File: src/rtl/arcade_input_pkg.sv
// Shared types, joystick bit layout and the default PS/2 keymap for the arcade input front end.
package arcade_input_pkg;

    localparam int MAX_PLAYERS = 2;
    localparam int JOY_W       = 16;

    localparam int JOY_RIGHT = 0;
    localparam int JOY_LEFT  = 1;
    localparam int JOY_DOWN  = 2;
    localparam int JOY_UP    = 3;
    localparam int JOY_BTN0  = 4;

    typedef enum logic [1:0] {
        SRC_USB      = 2'd0,
        SRC_DB15_P1  = 2'd1,
        SRC_DB15_ALL = 2'd2,
        SRC_OR       = 2'd3
    } src_sel_e;

    typedef enum logic [1:0] {
        SOCD_PASS    = 2'd0,
        SOCD_NEUTRAL = 2'd1,
        SOCD_LAST    = 2'd2,
        SOCD_RSVD    = 2'd3
    } socd_mode_e;

    typedef enum logic [1:0] {
        KF_DIR   = 2'd0,
        KF_BTN   = 2'd1,
        KF_START = 2'd2,
        KF_COIN  = 2'd3
    } key_field_e;

    typedef struct packed {
        logic       ext;
        logic [7:0] code;
        logic       player;
        key_field_e field;
        logic [1:0] index;
    } key_entry_t;

    localparam int NUM_KEYS = 20;

    // Direction index follows the joystick bit layout: 3 up, 2 down, 1 left, 0 right.
    localparam key_entry_t KEYMAP [NUM_KEYS] = '{
        '{1'b1, 8'h75, 1'b0, KF_DIR,   2'd3},
        '{1'b1, 8'h72, 1'b0, KF_DIR,   2'd2},
        '{1'b1, 8'h6B, 1'b0, KF_DIR,   2'd1},
        '{1'b1, 8'h74, 1'b0, KF_DIR,   2'd0},
        '{1'b0, 8'h14, 1'b0, KF_BTN,   2'd0},
        '{1'b0, 8'h11, 1'b0, KF_BTN,   2'd1},
        '{1'b0, 8'h29, 1'b0, KF_BTN,   2'd2},
        '{1'b0, 8'h12, 1'b0, KF_BTN,   2'd3},
        '{1'b0, 8'h16, 1'b0, KF_START, 2'd0},
        '{1'b0, 8'h2E, 1'b0, KF_COIN,  2'd0},
        '{1'b0, 8'h2D, 1'b1, KF_DIR,   2'd3},
        '{1'b0, 8'h2B, 1'b1, KF_DIR,   2'd2},
        '{1'b0, 8'h23, 1'b1, KF_DIR,   2'd1},
        '{1'b0, 8'h34, 1'b1, KF_DIR,   2'd0},
        '{1'b0, 8'h1C, 1'b1, KF_BTN,   2'd0},
        '{1'b0, 8'h1B, 1'b1, KF_BTN,   2'd1},
        '{1'b0, 8'h15, 1'b1, KF_BTN,   2'd2},
        '{1'b0, 8'h1D, 1'b1, KF_BTN,   2'd3},
        '{1'b0, 8'h1E, 1'b1, KF_START, 2'd0},
        '{1'b0, 8'h36, 1'b1, KF_COIN,  2'd0}
    };

    function automatic logic [3:0] key_bit(input key_entry_t e, input int start_bit, input int coin_bit);
        logic [3:0] b;
        case (e.field)
            KF_DIR:   b = {2'b00, e.index};
            KF_BTN:   b = 4'(JOY_BTN0) + {2'b00, e.index};
            KF_START: b = 4'(start_bit);
            default:  b = 4'(coin_bit);
        endcase
        return b;
    endfunction

endpackage

File: src/rtl/arcade_input_mapper_coin.sv
// Coin pulse stretcher: one fixed-length pulse per fresh coin press, re-armed only after coin is seen low.
module coin_stretcher #(
    parameter int COIN_PULSE = 4_800_000
) (
    input  logic clk,
    input  logic reset,
    input  logic coin_raw,
    output logic coin_out
);

    localparam int CW = $clog2(COIN_PULSE + 1);

    logic [CW-1:0] cnt;
    logic          armed;
    logic          prev;
    logic          idle;
    logic          fire;

    assign idle = (cnt == '0);
    assign fire = armed & coin_raw & ~prev & idle;

    // prev is loaded even during reset so a coin held through reset never counts as an edge.
    always_ff @(posedge clk) begin
        prev <= coin_raw;
        if (reset) begin
            cnt      <= '0;
            armed    <= 1'b1;
            coin_out <= 1'b0;
        end else if (fire) begin
            cnt      <= CW'(COIN_PULSE);
            armed    <= 1'b0;
            coin_out <= 1'b1;
        end else begin
            if (!idle)
                cnt <= cnt - 1'b1;
            coin_out <= (cnt > CW'(1));
            if (idle && !coin_raw)
                armed <= 1'b1;
        end
    end

endmodule

File: src/rtl/arcade_input_mapper.sv
// Merges PS/2 keys, USB and DB15 joysticks into per-player direction/button/start/coin outputs
// with SOCD cleaning, per-button autofire and coin stretching.
module arcade_input_mapper
    import arcade_input_pkg::*;
#(
    parameter int NUM_PLAYERS  = 2,
    parameter int NUM_BUTTONS  = 2,
    parameter int START_BIT    = 6,
    parameter int COIN_BIT     = 8,
    parameter int COIN_PULSE   = 4_800_000,
    parameter int AUTOFIRE_DIV = 2_400_000
) (
    input  logic                           clk,
    input  logic                           reset,
    input  logic [10:0]                    ps2_key,
    input  logic [NUM_PLAYERS*JOY_W-1:0]   joy_usb,
    input  logic [NUM_PLAYERS*JOY_W-1:0]   joy_db15,
    input  logic [1:0]                     src_sel,
    input  logic [1:0]                     socd_mode,
    input  logic [NUM_BUTTONS-1:0]         autofire_en,
    output logic [NUM_PLAYERS*4-1:0]       dir,
    output logic [NUM_PLAYERS*NUM_BUTTONS-1:0] btn,
    output logic [NUM_PLAYERS-1:0]         start,
    output logic [NUM_PLAYERS-1:0]         coin
);

    localparam int AF_W = (AUTOFIRE_DIV > 1) ? $clog2(AUTOFIRE_DIV) : 1;

    logic                                  toggle_q;
    logic [NUM_KEYS-1:0]                   held;
    logic [MAX_PLAYERS-1:0][JOY_W-1:0]     kb_vec;
    logic [NUM_PLAYERS-1:0][JOY_W-1:0]     raw;
    logic [NUM_PLAYERS*4-1:0]              dir_next;
    logic [AF_W-1:0]                       af_cnt;
    logic                                  phase;

    // Extended flag is part of the match, so E0-14 never aliases plain 14.
    always_ff @(posedge clk) begin
        toggle_q <= ps2_key[10];
        if (reset) begin
            held <= '0;
        end else if (ps2_key[10] != toggle_q) begin
            for (int k = 0; k < NUM_KEYS; k++)
                if (KEYMAP[k].ext == ps2_key[8] && KEYMAP[k].code == ps2_key[7:0])
                    held[k] <= ps2_key[9];
        end
    end

    always_comb begin
        kb_vec = '0;
        for (int k = 0; k < NUM_KEYS; k++)
            if (held[k] && (KEYMAP[k].field != KF_BTN || int'(KEYMAP[k].index) < NUM_BUTTONS))
                kb_vec[KEYMAP[k].player][key_bit(KEYMAP[k], START_BIT, COIN_BIT)] = 1'b1;
    end

    always_comb begin
        raw = '0;
        for (int p = 0; p < NUM_PLAYERS; p++) begin
            case (src_sel_e'(src_sel))
                SRC_USB:      raw[p] = joy_usb[p*JOY_W +: JOY_W];
                SRC_DB15_P1:  raw[p] = (p == 0) ? joy_db15[JOY_W-1:0] : joy_usb[JOY_W-1:0];
                SRC_DB15_ALL: raw[p] = joy_db15[p*JOY_W +: JOY_W];
                default:      raw[p] = joy_usb[p*JOY_W +: JOY_W] | joy_db15[p*JOY_W +: JOY_W];
            endcase
            raw[p] = raw[p] | kb_vec[p];
        end
    end

    // Axis 0 is right(lo)/left(hi), axis 1 is down(lo)/up(hi); last=1 means the hi side won.
    for (genvar p = 0; p < NUM_PLAYERS; p++) begin : g_player
        for (genvar a = 0; a < 2; a++) begin : g_axis
            localparam int LO = 2 * a;
            localparam int HI = 2 * a + 1;

            logic       prev_lo, prev_hi, last, tie;
            logic       lo_in, hi_in, rise_lo, rise_hi, last_next, tie_next;
            logic [1:0] axis_out;

            assign lo_in     = raw[p][LO];
            assign hi_in     = raw[p][HI];
            assign rise_lo   = lo_in & ~prev_lo;
            assign rise_hi   = hi_in & ~prev_hi;
            assign last_next = (rise_hi & ~rise_lo) ? 1'b1 :
                               (rise_lo & ~rise_hi) ? 1'b0 : last;
            assign tie_next  = (rise_lo & rise_hi) | (tie & lo_in & hi_in);

            always_ff @(posedge clk) begin
                if (reset) begin
                    prev_lo <= 1'b0;
                    prev_hi <= 1'b0;
                    last    <= 1'b0;
                    tie     <= 1'b0;
                end else begin
                    prev_lo <= lo_in;
                    prev_hi <= hi_in;
                    last    <= last_next;
                    tie     <= tie_next;
                end
            end

            always_comb begin
                axis_out = {hi_in, lo_in};
                if (lo_in && hi_in) begin
                    case (socd_mode_e'(socd_mode))
                        SOCD_NEUTRAL: axis_out = 2'b00;
                        SOCD_LAST:    axis_out = tie_next ? 2'b00 : (last_next ? 2'b10 : 2'b01);
                        default:      axis_out = 2'b11;
                    endcase
                end
            end

            assign dir_next[p*4 + LO] = axis_out[0];
            assign dir_next[p*4 + HI] = axis_out[1];
        end
    end

    // Autofire gating uses the phase value from before this edge's wrap.
    always_ff @(posedge clk) begin
        if (reset) begin
            dir    <= '0;
            btn    <= '0;
            start  <= '0;
            af_cnt <= '0;
            phase  <= 1'b0;
        end else begin
            dir <= dir_next;
            if (af_cnt == AF_W'(AUTOFIRE_DIV - 1)) begin
                af_cnt <= '0;
                phase  <= ~phase;
            end else begin
                af_cnt <= af_cnt + 1'b1;
            end
            for (int p = 0; p < NUM_PLAYERS; p++) begin
                for (int b = 0; b < NUM_BUTTONS; b++)
                    btn[p*NUM_BUTTONS + b] <= raw[p][JOY_BTN0 + b] & (~autofire_en[b] | phase);
                start[p] <= raw[p][START_BIT];
            end
        end
    end

    for (genvar p = 0; p < NUM_PLAYERS; p++) begin : g_coin
        coin_stretcher #(
            .COIN_PULSE(COIN_PULSE)
        ) u_coin (
            .clk     (clk),
            .reset   (reset),
            .coin_raw(raw[p][COIN_BIT]),
            .coin_out(coin[p])
        );
    end

endmodule

File: config.mk
export PLATFORM = sky130hd
export DESIGN_NAME = arcade_input_mapper
export DESIGN_NICKNAME = d
export VERILOG_FILES = /design/src/rtl/arcade_input_pkg.sv /design/src/rtl/arcade_input_mapper_coin.sv /design/src/rtl/arcade_input_mapper.sv
export SDC_FILE = /design/constraint.sdc
export NUM_CORES = 1
export LEC_CHECK = 0
export CAP_MARGIN = 20
export CORE_MARGIN = 8
export CORE_UTILIZATION = 48
export DETAILED_ROUTE_END_ITERATION = 12
export PLACE_DENSITY_LB_ADDON = 0.1
export SYNTH_ARGS = -nofsm -noshare
export SYNTH_HDL_FRONTEND = slang
export SYNTH_SLANG_ARGS = --single-unit
File: constraint.sdc
create_clock -name clk -period 2.3 [get_ports clk]
set_input_delay 0.46 -clock clk [delete_from_list [all_inputs] [get_ports clk]]
set_output_delay 0.46 -clock clk [all_outputs]
set_load 0.05 [all_outputs]
[After elaboration in Yosys (flattened, before gate mapping)]
Cells that the tools add are included.
Storage, ports and cells
  register bits after elaboration: 122
  bits of input ports: 83
  word-level logic and storage cells: 358
Cells by class
  eq/ne operators: 24
  multiplexer cells: 100
  bitwise gates (word level): 84
  reductions and logical operators: 65
  $lt $le $gt $ge: 34
  add/sub/neg operators: 3
Operator list (count)
  9-bit bitwise OR: 18
  9-bit two-way mux: 16
  23-bit two-way mux: 4
  4-bit by 5-bit less-than comparator with 1-bit output (second input constant): 16
  1-bit demux with 4-bit select: 16
  4-bit by 1-bit greater-or-equal comparator with 1-bit output (second input constant): 16
  4-bit two-way mux: 16
  5-bit by 8-bit equality test with 1-bit output (first input constant): 6
  6-bit by 8-bit equality test with 1-bit output (first input constant): 6
  23-bit by 1-bit greater-than comparator with 1-bit output (second input constant): 2
  23-bit zero test: 2
  23-bit by 1-bit subtractor with 23-bit output (second input constant): 2
  1-bit AND: 38
  1-bit logical AND: 38
  7-bit by 8-bit equality test with 1-bit output (first input constant): 4
  2-bit AND reduction: 16
  1-bit two-way mux: 30
  9-bit one-hot mux with 3 select lines: 1
  2-bit two-way mux: 12
  22-bit by 1-bit adder with 22-bit output (second input constant): 1
  22-bit equality test (second input constant): 1
  1-bit NOT: 22
  9-bit one-hot mux with 2 select lines: 1
  2-bit one-hot mux with 2 select lines: 4
  other kinds (9): 22

[Longest topological paths before layout]
  word-level depth: 30
  gate-level depth with buffers: 10

[Cells and area by module]
From an unflattened synthesis, not the netlist that was laid out.
Second synthesis, totals
  cell total of the unflattened synthesis: 730
  area total of the unflattened synthesis: 6197.2 um^2
Modules (own cells, without submodules)
  arcade_input_mapper: sequential area each 1401.3 um^2, cells each 382, area an instance 3269.4 um^2, instances 1
  coin_stretcher: sequential area each 520.5 um^2, cells each 174, area an instance 1463.9 um^2, instances 2

[Worst setup path after synthesis]
Ideal clock, no wire load.
  kind: register to register
  start point: register g_coin[0].u_coin.cnt[8]
  end point: register g_coin[0].u_coin.cnt[0]
  data required time: 2184 ps
  path buffers: 4
  stages on the path, launching flop included: 10
  arrival time: 2403 ps
  clock period less this slack: 2519 ps
  slack: -219 ps
  cell sequence: dfxtp_1 or4_1 clkbuf_2 or4_1 buf_2 nor4_4 or2_0 buf_4 buf_8 nor2_1
Between the ends
  longest elaborated chain between the ends: 3
Ends and longest elaborated chain
  start, declared: line arcade_input_mapper_coin.sv:13  | logic [CW-1:0] cnt;
  start signal, assigned: line arcade_input_mapper_coin.sv:30  | cnt <= CW'(COIN_PULSE);
  start signal, assigned: line arcade_input_mapper_coin.sv:35  | cnt <= cnt - 1'b1;
  23-bit zero test *: line arcade_input_mapper_coin.sv:19  | assign idle = (cnt == '0);
  1-bit AND: line arcade_input_mapper_coin.sv:20  | assign fire = armed & coin_raw & ~prev & idle;
  2-bit OR reduction (no line)
Every way passes the cells marked *; elsewhere a longest branch is shown, timed or not.
A chain may end at the register's enable or synchronous reset.

[Worst setup path in the final report]
  start point: input src_sel[1]
  end point: register g_coin[1].u_coin.cnt[0]
Between the ends
  longest elaborated chain between the ends: 7
  elaborated cells between the ends (all ways): 9
Ends and longest elaborated chain
  start, declared: line arcade_input_mapper.sv:18  | input logic [1:0] src_sel,
  2-bit equality test (tied with other cells): line arcade_input_mapper.sv:59  | case (src_sel_e'(src_sel))
  9-bit one-hot mux with 3 select lines *: line arcade_input_mapper.sv:59
  9-bit bitwise OR *: line arcade_input_mapper.sv:65  | raw[p] = raw[p] | kb_vec[p];
  net g_coin[1].u_coin.coin_raw: line arcade_input_mapper_coin.sv:7  | input logic coin_raw,
  1-bit AND * (3 in a row): line arcade_input_mapper_coin.sv:20
  2-bit OR reduction (no line) *
  end signal, assigned: line arcade_input_mapper_coin.sv:30
  end signal, assigned: line arcade_input_mapper_coin.sv:35
  end, declared: line arcade_input_mapper_coin.sv:13
The timed path passes the listed nets; every way through them passes the cells marked *.

==> out/metrics.cfg <==
[status]
status = completed

[layout]
drive_gt1_frac = 0.159
area_delta_synth_final_pct = 35.7
fin_nets = 876
fin_cells = 941
stdcell_area_sq_um = 7700

[floorplan]
die_w_um = 125
ios = 99
core_sq_um = 11500
placementRows = 39
die_area_sq_um = 15600
fp.dieH_um = 125
initial_core_util = 0.495

[synthesis]
synth_area_leaders = dfxtp_1 (43%), nor2_1 (7.4%), xor2_1 (4.3%)
synth_edf_count = 0
yosysTopAreaCellShare = 0.431
ys_warn_count = 0
syn-instance-count = 659
yosysTopAreaCell = dfxtp_1
syn-cell-area_sq_um = 5670
synthFlopType = dfxtp_1
synth-seq-cells = 122
syn_nets = 751
postSynthAreaPerCell_sq_um = 8.61
async_flop_share = 0
synthTopCellsByCount = dfxtp_1 (122), nor2_1 (112), nor3_1 (29)
synth.most_common_cell = dfxtp_1
synth_cell_types = 54
ys_seq_area_frac = 0.431

[worst_setup_path]
required_ns = 2.65
crit_arrival_ns = 2.54
cp_top_family = buffers and inverters
crit_slowest_cell = clkdlybuf4s50_1
crit_chain = clkdlybuf4s50_1 -> inv_1 -> ha_1 -> a221oi_2 -> o211ai_1 -> nor4b_4 -> or2_4 -> buf_12 -> nor2_1
path_buf_inv = 3
critPathMaxFanout = 9
critPathCaptureType = register
crit_path_max_incr_delay_ns = 0.51
startpoint_type = primary input
path_class = primary input to register

[sta]
fin_tns_setup_ns = 0
finalClockSkew_ns = 0.00784
finalHoldViolCount = 0
period_minus_slack_ns = 2.19
fin_crit_sh = 0.951
fmax_ghz = 0.457
tightest_slew_ns = 0.745
slew_viol_final = 0
finalSetupViolCount = 0
slew_headroom = 0.490
whs_ns = 0.463

[placement]
gp_congestion = 0.888
dpl.cell_count = 905
placed_cell_area_sq_um = 6900
port_buffers = 66
dp_hpwl_mm = 10.7

[routing]
post_drt_wl_per_cell_um = 15.8
routed_wl_mm = 14.9
drt_iter0_drc = 277
viasPerCell = 5.68
dr_total_vias = 5345
drtAntennaViolNets = 0
drc = 0
first_pass_iters = 5

[grt]
grt-ovfl-total = 0
grt_pass1_vias = 5326
grt_pass1_wl_mm = 24.8
grt_max_degree = 23
antenna_found_initial = 1
track_usage = 0.190

[pwr]
power_w = 0.0105
p_sw_w = 0.00382
power.leakage_nw = 3.02
power_density_nw_per_um2 = 1360
seq_power_share = 0.270
pwr-share-clk = 0.289
p_int_w = 0.00664
irDropWorstVdd_v = 0.00145
power_frac_comb = 0.442
power.share.switching = 0.365

[clocking]
cts_root_buffer = clkbuf_16
cts_max_level = 4
cts.path.max_buffers = 2
tritoncts = done
cts_hold_buf = 0
cts.sinks = 122
clk_pin_slew_worst_paths_ns = 0.06
numCtsBuffers = 17
worstSkewPairLatency_ns = 0.42

[flow_run]
cap_violations = 0

[hold_path]
hp-class = register to register

==> final cells by class <==
class	instances	area [sq um]
flip-flops and latches	122	2440
repair buffers	137	1210
fillers	939	3770
multi-input cells	489	3130
inverters	17	63.8
diodes	1	2.50
well taps	143	179
clock buffers	18	429
clock inverters	14	244
==> worst paths after layout <==
kind | start | end | slack (ns) | cells after the start
worst min register to register | af_cnt[0]$_SDFF_PP0_ | af_cnt[0]$_SDFF_PP0_ | 0.46 | 1
worst min-delay path | af_cnt[0]$_SDFF_PP0_ | af_cnt[0]$_SDFF_PP0_ | 0.46 | 1
worst max-delay path | src_sel[1] | g_coin[1].u_coin.cnt[0]$_SDFFE_PP0N_ | 0.11 | 9
worst max register to register | g_coin[0].u_coin.cnt[19]$_SDFFE_PP0P_ | g_coin[0].u_coin.cnt[9]$_SDFFE_PP0P_ | 0.11 | 6
==> cells by family (layout without fill, tap and decap cells) <==
group | count (synthesis) | in the layout | synth area share
AOI/OAI and AO/OA | 114 | 114 | 0.139
xor gates and xnor gates | 45 | 45 | 0.0695
adders and majority gates | 11 | 11 | 0.0234
buffers and inverters | 49 | 186 | 0.0371
DFF | 122 | 122 | 0.431
muxes | 16 | 16 | 0.0282
other | 0 | 1 | 0
and+or+nand+nor | 302 | 303 | 0.273
==> through the flow <==
| stage | utilization | setup slack (ns) |
|---|---|---|
| floorplan | - | -0.214 |
| CTS | 0.661 | 0.0655 |
| finish | 0.671 | 0.112 |
| global placement | 0.601 | -0.372 |
| global route | 0.671 | -0.0217 |
| detailed placement | 0.601 | -0.446 |
==> repair_timing <==
item,CTS,global route
pin swaps,1,3
buffers inserted,0,2
cloned,0,1
endpoints found under the hold margin,0,0
setup endpoints to repair,18,35
gates resized for setup,5,13
==> routing by layer <==
layer,up-vias,wire length (um),track usage
met4,0,348,0.0928
met2,131,7220,0.313
li1,2651,-,-
met3,22,805,0.0438
met1,2541,6530,0.227
met5,-,0,0
==> worst reg2reg max path, delay by kind of cell, from the launching register on <==
kind / cells / cell delay (ns)
buffers and inverters: 1 / 0.18
flip-flops: 1 / 0.32
AO/OA/AOI/OAI: 1 / 0.24
AND/OR/NAND/NOR: 4 / 1.36
==> power by group through the flow <==
stage          clock network (W)  registers (W)  logic [W]
3_3_place_gp                   0        0.00283    0.00435
3_5_place_dp                   0        0.00285    0.00439
2_1_floorplan                  0        0.00289    0.00282
5_1_grt                  0.00315        0.00288    0.00508
4_1_cts                  0.00307        0.00281    0.00448
6_report                 0.00302        0.00282    0.00462
==> flip-flops by register name (all words and copies together) (netlist names), 4 cells and up <==
signal and cells:
g_player.g_axis.prev_lo 4, g_player.g_axis.tie 4, g_coin.u_coin.cnt 46, held 16, g_player.g_axis.last 4, dir 8
btn 4, g_player.g_axis.prev_hi 4, af_cnt 22
==> layout by cell type (no fill, tap or decap), types with 20 or more instances in the layout <==
cell and count:
buf_4 69, xor2_1 28, nor2_1 112, o21ai_0 24
clkdlybuf4s50_1 64, nand2_1 25, dfxtp_1 121, nor4_1 20
nor3_1 29, nand3_1 26
(Power assumes the default switching activity.)
